$ cat src/rtl/alu_arbiter.sv
// alu_arbiter: two-requester round-robin front end to a single 32-bit ALU
// Ports: i_clk/i_rst (sync, active-high); i_req_valid/o_req_ready per-requester handshake;
//        i_srcA_n/i_srcB_n/i_alu_control_n requester operands and opcode;
//        o_rsp_valid/i_rsp_ready response handshake; o_rsp_id/o_rsp_result/o_rsp_zero/o_rsp_illegal response payload.
module alu_arbiter (
  input  logic        i_clk,
  input  logic        i_rst,
  input  logic [1:0]  i_req_valid,
  output logic [1:0]  o_req_ready,
  input  logic [31:0] i_srcA_0,
  input  logic [31:0] i_srcB_0,
  input  logic [2:0]  i_alu_control_0,
  input  logic [31:0] i_srcA_1,
  input  logic [31:0] i_srcB_1,
  input  logic [2:0]  i_alu_control_1,
  output logic        o_rsp_valid,
  input  logic        i_rsp_ready,
  output logic        o_rsp_id,
  output logic [31:0] o_rsp_result,
  output logic        o_rsp_zero,
  output logic        o_rsp_illegal
);
  typedef enum logic [1:0] {IDLE, EXEC, RESP} state_t;
  state_t      r_state;
  logic        r_ptr;
  logic        r_id;
  logic [31:0] r_a;
  logic [31:0] r_b;
  logic [2:0]  r_op;
  logic        r_rsp_id;
  logic [31:0] r_result;
  logic        r_zero;
  logic        r_illegal;
  logic [1:0]  w_grant;
  logic        w_illegal;
  logic [31:0] w_result;
  always_comb begin
    w_grant = (i_req_valid == 2'b11) ? (r_ptr ? 2'b10 : 2'b01) : i_req_valid;
    o_req_ready = (r_state == IDLE && !i_rst) ? w_grant : 2'b00;
    w_illegal = (r_op == 3'b100) || (r_op[2:1] == 2'b11);
    w_result = (r_op == 3'b000) ? r_a + r_b :
               (r_op == 3'b001) ? r_a - r_b :
               (r_op == 3'b010) ? r_a & r_b :
               (r_op == 3'b011) ? r_a | r_b :
               (r_op == 3'b101) ? {31'd0, r_a < r_b} : 32'd0;
  end
  always_ff @(posedge i_clk) begin
    if (i_rst) begin
      r_state   <= IDLE;
      r_ptr     <= 1'b0;
      r_rsp_id  <= 1'b0;
      r_result  <= 32'd0;
      r_zero    <= 1'b0;
      r_illegal <= 1'b0;
    end else begin
      case (r_state)
        IDLE: if (|o_req_ready) begin
          // o_req_ready is already qualified by i_req_valid, so any set bit is a handshake
          r_id    <= o_req_ready[1];
          r_a     <= o_req_ready[1] ? i_srcA_1 : i_srcA_0;
          r_b     <= o_req_ready[1] ? i_srcB_1 : i_srcB_0;
          r_op    <= o_req_ready[1] ? i_alu_control_1 : i_alu_control_0;
          r_ptr   <= ~o_req_ready[1];
          r_state <= EXEC;
        end
        EXEC: begin
          r_rsp_id  <= r_id;
          r_result  <= w_result;
          r_zero    <= (w_result == 32'd0);
          r_illegal <= w_illegal;
          r_state   <= RESP;
        end
        RESP: if (i_rsp_ready) r_state <= IDLE;
        default: r_state <= IDLE;
      endcase
    end
  end
  assign o_rsp_valid   = (r_state == RESP);
  assign o_rsp_id      = r_rsp_id;
  assign o_rsp_result  = r_result;
  assign o_rsp_zero    = r_zero;
  assign o_rsp_illegal = r_illegal;
endmodule

$ cat config.mk
export PLATFORM = sky130hd
export DESIGN_NAME = alu_arbiter
export DESIGN_NICKNAME = d
export VERILOG_FILES = /design/src/rtl/alu_arbiter.sv
export SDC_FILE = /design/constraint.sdc
export NUM_CORES = 1
export LEC_CHECK = 0
export BUFFER_PORTS_ARGS = -buffer_cell sky130_fd_sc_hd__buf_4
export CAP_MARGIN = 20
export CORE_MARGIN = 2
export CORE_UTILIZATION = 35
export CTS_CLUSTER_DIAMETER = 100
export CTS_CLUSTER_SIZE = 40
export DETAILED_ROUTE_END_ITERATION = 8
export PLACE_DENSITY = 0.61
export RECOVER_POWER = 25
export SYNTH_ARGS = -nofsm -noshare
export SYNTH_HDL_FRONTEND = slang
export SYNTH_SLANG_ARGS = --single-unit
$ cat constraint.sdc
create_clock -name i_clk -period 3.98 [get_ports i_clk]
set_input_delay 0.199 -clock i_clk [delete_from_list [all_inputs] [get_ports i_clk]]
set_output_delay 0.199 -clock i_clk [all_outputs]
set_load 0.02 [all_outputs]
==> reports/metrics.cfg <==
[finish]
layout-area-overhead-vs-synth_pct=22.4
finalNonFillerCells=1861
post-route-util=0.435
fillers=2935
drive_gt1_frac=0.179
n_antenna_cell=0
final_nets=1715

[sta]
fmax_ghz=0.262
finalClockSkew_ns=0.0128
finalHoldViolCount=0
final-setup-viol-count=0
slew_headroom=0.133
post-route-period-util=0.960
worstMarginPinSlew_ns=1.30
slew_violations=0
min_period_ns=3.82
tns_ns=0

[place]
gp_congestion=0.997
port_buffers=176
place_hpwl_um=26900
dpl.cell_count=1842

[routing]
wl_um=33800
drt-wirelength-per-cell_um=18.2
antenna_left=0
remaining_drc_errors=0
viasPerCell=5.37
drtIter0Drc=895
dr.pass1.iters=5
num_vias=9989

[critical_path]
r2r_end=o_rsp_zero$_SDFFE_PP0N_
r2r_slack_ns=0.16
crit_type=reg2reg
rr_worst_depth=14
worstPathRequired_ns=4.26
cp_cell_sequence=ha_1 -> fa_1 -> o21ba_1 -> or4_4 -> a21oi_2 -> buf_4 -> o2111a_1 -> nor3_1 -> a221o_1 -> a211oi_4 -> nand4b_1 -> nor4_2 -> nand4_1 -> o31ai_2
end_kind=flop
start_kind=flop
cpPeakStageDelay_ns=0.49
cp_slowest_cell=or4_4
crit_fanout=5
worstPathArrival_ns=4.11
r2r-start=r_b[0]$_DFFE_PP_

[logic_synthesis]
async_reset_ff_frac=0
synth_edf_count=68
syn_nets=1538
synth-main-ff-cell=edfxtp_1
yosysSeqAreaShare=0.285
ys_warn_count=0
synth_cells=1301
syn_area_um2=9850
ys_ff_latch=106
yosys.cell_types.count=92
syn_area_per_cell_um2=7.57

[cts]
cts_inserted_buffers=9
cts_buffer_depth=2
cts.root.buffer_cell=clkbuf_16
clk_pin_slew_worst_paths_ns=0.08
ctsHtreeMaxLevel=3
cts_sinks=106
clk_latency_ns=0.36
cts_tree=done

[global_routing]
grt.total_usage=0.227
grt_pass1_vias=9247
grt_pass1_wl_um=51500
gr-total-overflow=0
grt_max_degree=72
antenna_found_initial=0

[hold_path]
whs_path_depth=3
holdPathEnd=r_b[29]$_DFFE_PP_
worst_hold_path_type=in2reg
hold_path.startpoint=i_srcB_1[29]

[floorplan]
ios=177
num_rows=61
die_x_um=172
fp.coreArea_um2=27700
start_util=0.355
die_height_um=172
dieArea_um2=29500

[run_status]
outcome=finished, final reports clean

[power_and_ir_drop]
power.density_nw_per_um2=345
ir_worst_vdd_mv=0.197
leakage_uw=0.00534

[run]
cap_viol_max_count=0

[cell usage in the layout (no fill, tap or decap), drive strengths merged, types with 10 or more instances in the layout]
cell / netlist / layout
o211ai: 11 / 11
nand2b: 21 / 21
nor2: 83 / 83
edfxtp: 68 / 68
a21oi: 106 / 106
nand3: 17 / 17
o31ai: 12 / 12
nor2b: 16 / 16
clkbuf: 53 / 48
o21ai: 52 / 52
nor4: 10 / 10
a211oi: 24 / 24
dfxtp: 38 / 38
buf: 24 / 205
nand2: 303 / 303
nor3: 43 / 43
o22ai: 11 / 11
ha: 96 / 96
inv: 94 / 94
a21o: 17 / 17
a31oi: 16 / 16
nand4: 13 / 13
[flip-flops by register name, indices dropped and copies added (netlist names), 2 cells and up]
register / flops
r_b: 32
r_a: 32
o_rsp_result: 32
r_op: 3
r_state: 2
[how the worst max path moves through the flow]
stage / startpoint / endpoint / slack, ns
6_report: r_b[0]$_DFFE_PP_ / o_rsp_zero$_SDFFE_PP0N_ / 0.16
5_1_grt: r_a[0]$_DFFE_PP_ / o_rsp_zero$_SDFFE_PP0N_ / -0.0007
4_1_cts: r_b[0]$_DFFE_PP_ / o_rsp_zero$_SDFFE_PP0N_ / 0.04
3_5_place_dp: r_b[0]$_DFFE_PP_ / o_rsp_zero$_SDFFE_PP0N_ / 0.06
3_3_place_gp: r_a[0]$_DFFE_PP_ / o_rsp_zero$_SDFFE_PP0N_ / 0.14
2_1_floorplan: r_b[0]$_DFFE_PP_ / o_rsp_zero$_SDFFE_PP0N_ / 0.64
[worst max-delay path: cells and delay by family, from the launching register on]
family / cells / cell delay (ns)
buf+inv: 1 / 0.16
compound gates: 6 / 1.51
flops: 1 / 0.42
simple gates: 5 / 1.01
fa+ha+maj: 2 / 0.63
[per-stage QoR]
step | hold slack (ns) | area [um^2] | setup WS, ns | total power (uW)
2_1_floorplan | 0.373 | 9850 | 0.637 | 2550
3_3_place_gp | 0.445 | 11800 | 0.142 | 3230
3_5_place_dp | 0.448 | 11800 | 0.0635 | 3240
4_1_cts | 0.0857 | 12100 | 0.0390 | 4140
5_1_grt | 0.0949 | 12100 | -0.000707 | 4400
6_report | 0.0909 | 12100 | 0.160 | 4160
[synth_stat cells, drive strengths merged, types with 8 or more instances]
| master | instances | area share |
|---|---|---|
| buf | 24 | 0.013 |
| a221o | 8 | 0.0081 |
| a31oi | 16 | 0.011 |
| o21bai | 8 | 0.0061 |
| o21ai | 52 | 0.026 |
| or3 | 9 | 0.0057 |
| a211oi | 24 | 0.018 |
| o31ai | 12 | 0.0097 |
| nor3 | 43 | 0.022 |
| nand2 | 303 | 0.12 |
| nor4 | 10 | 0.0076 |
| nor2b | 16 | 0.010 |
| nor2 | 83 | 0.032 |
| clkbuf | 53 | 0.020 |
| a21oi | 106 | 0.054 |
| or2 | 9 | 0.0057 |
| nand2b | 21 | 0.013 |
| o21a | 9 | 0.0069 |
| edfxtp | 68 | 0.21 |
| inv | 94 | 0.036 |
| a21o | 17 | 0.013 |
| xnor2 | 8 | 0.0071 |
| o211ai | 11 | 0.0084 |
| o22ai | 11 | 0.0070 |
| ha | 96 | 0.12 |
| dfxtp | 38 | 0.077 |
| nand3 | 17 | 0.0086 |
| nand4 | 13 | 0.0083 |
[power by group]
part / total (uW) / internal [uW] / switching [uW]
combinational: 1890 / 711 / 1180
sequential: 1360 / 1300 / 65.4
clock: 910 / 484 / 426
[what timing repair did]
item / 4_1_cts / 5_1_grt
setup buffers: 0 / 3
setup endpoints to repair: 0 / 3
gates resized for setup: 0 / 15
hold buffers: 0 / 0
[per-layer routing]
metal  vias to the layer above  routed length [um]  track usage
li1                       4943                   -            -
met1                      4603               17100        0.351
met2                       412               13100        0.313
met3                        31                3170       0.0532
met4                         0                 493       0.0516
met5                         -                   0            0
[final cells by class]
type | count | area [um^2] | area share
inverter | 95 | 357 | 0.0296
timing repair buffer | 243 | 1710 | 0.142
clock inverter | 6 | 57.6 | 0.00477
multi-input combinational | 1023 | 6430 | 0.533
tap | 378 | 473 | 0.0392
clock buffer | 10 | 229 | 0.0190
sequential | 106 | 2800 | 0.232
[kinds of logic after synthesis]
kind of cell / synth area share
and+or+nand+nor: 0.266
AOI/OAI and AO/OA: 0.233
buffers and inverters: 0.0698
DFF: 0.285
adders and majority gates: 0.126
xor gates and xnor gates: 0.00890
muxes: 0.0117
(Power assumes the default switching activity.)
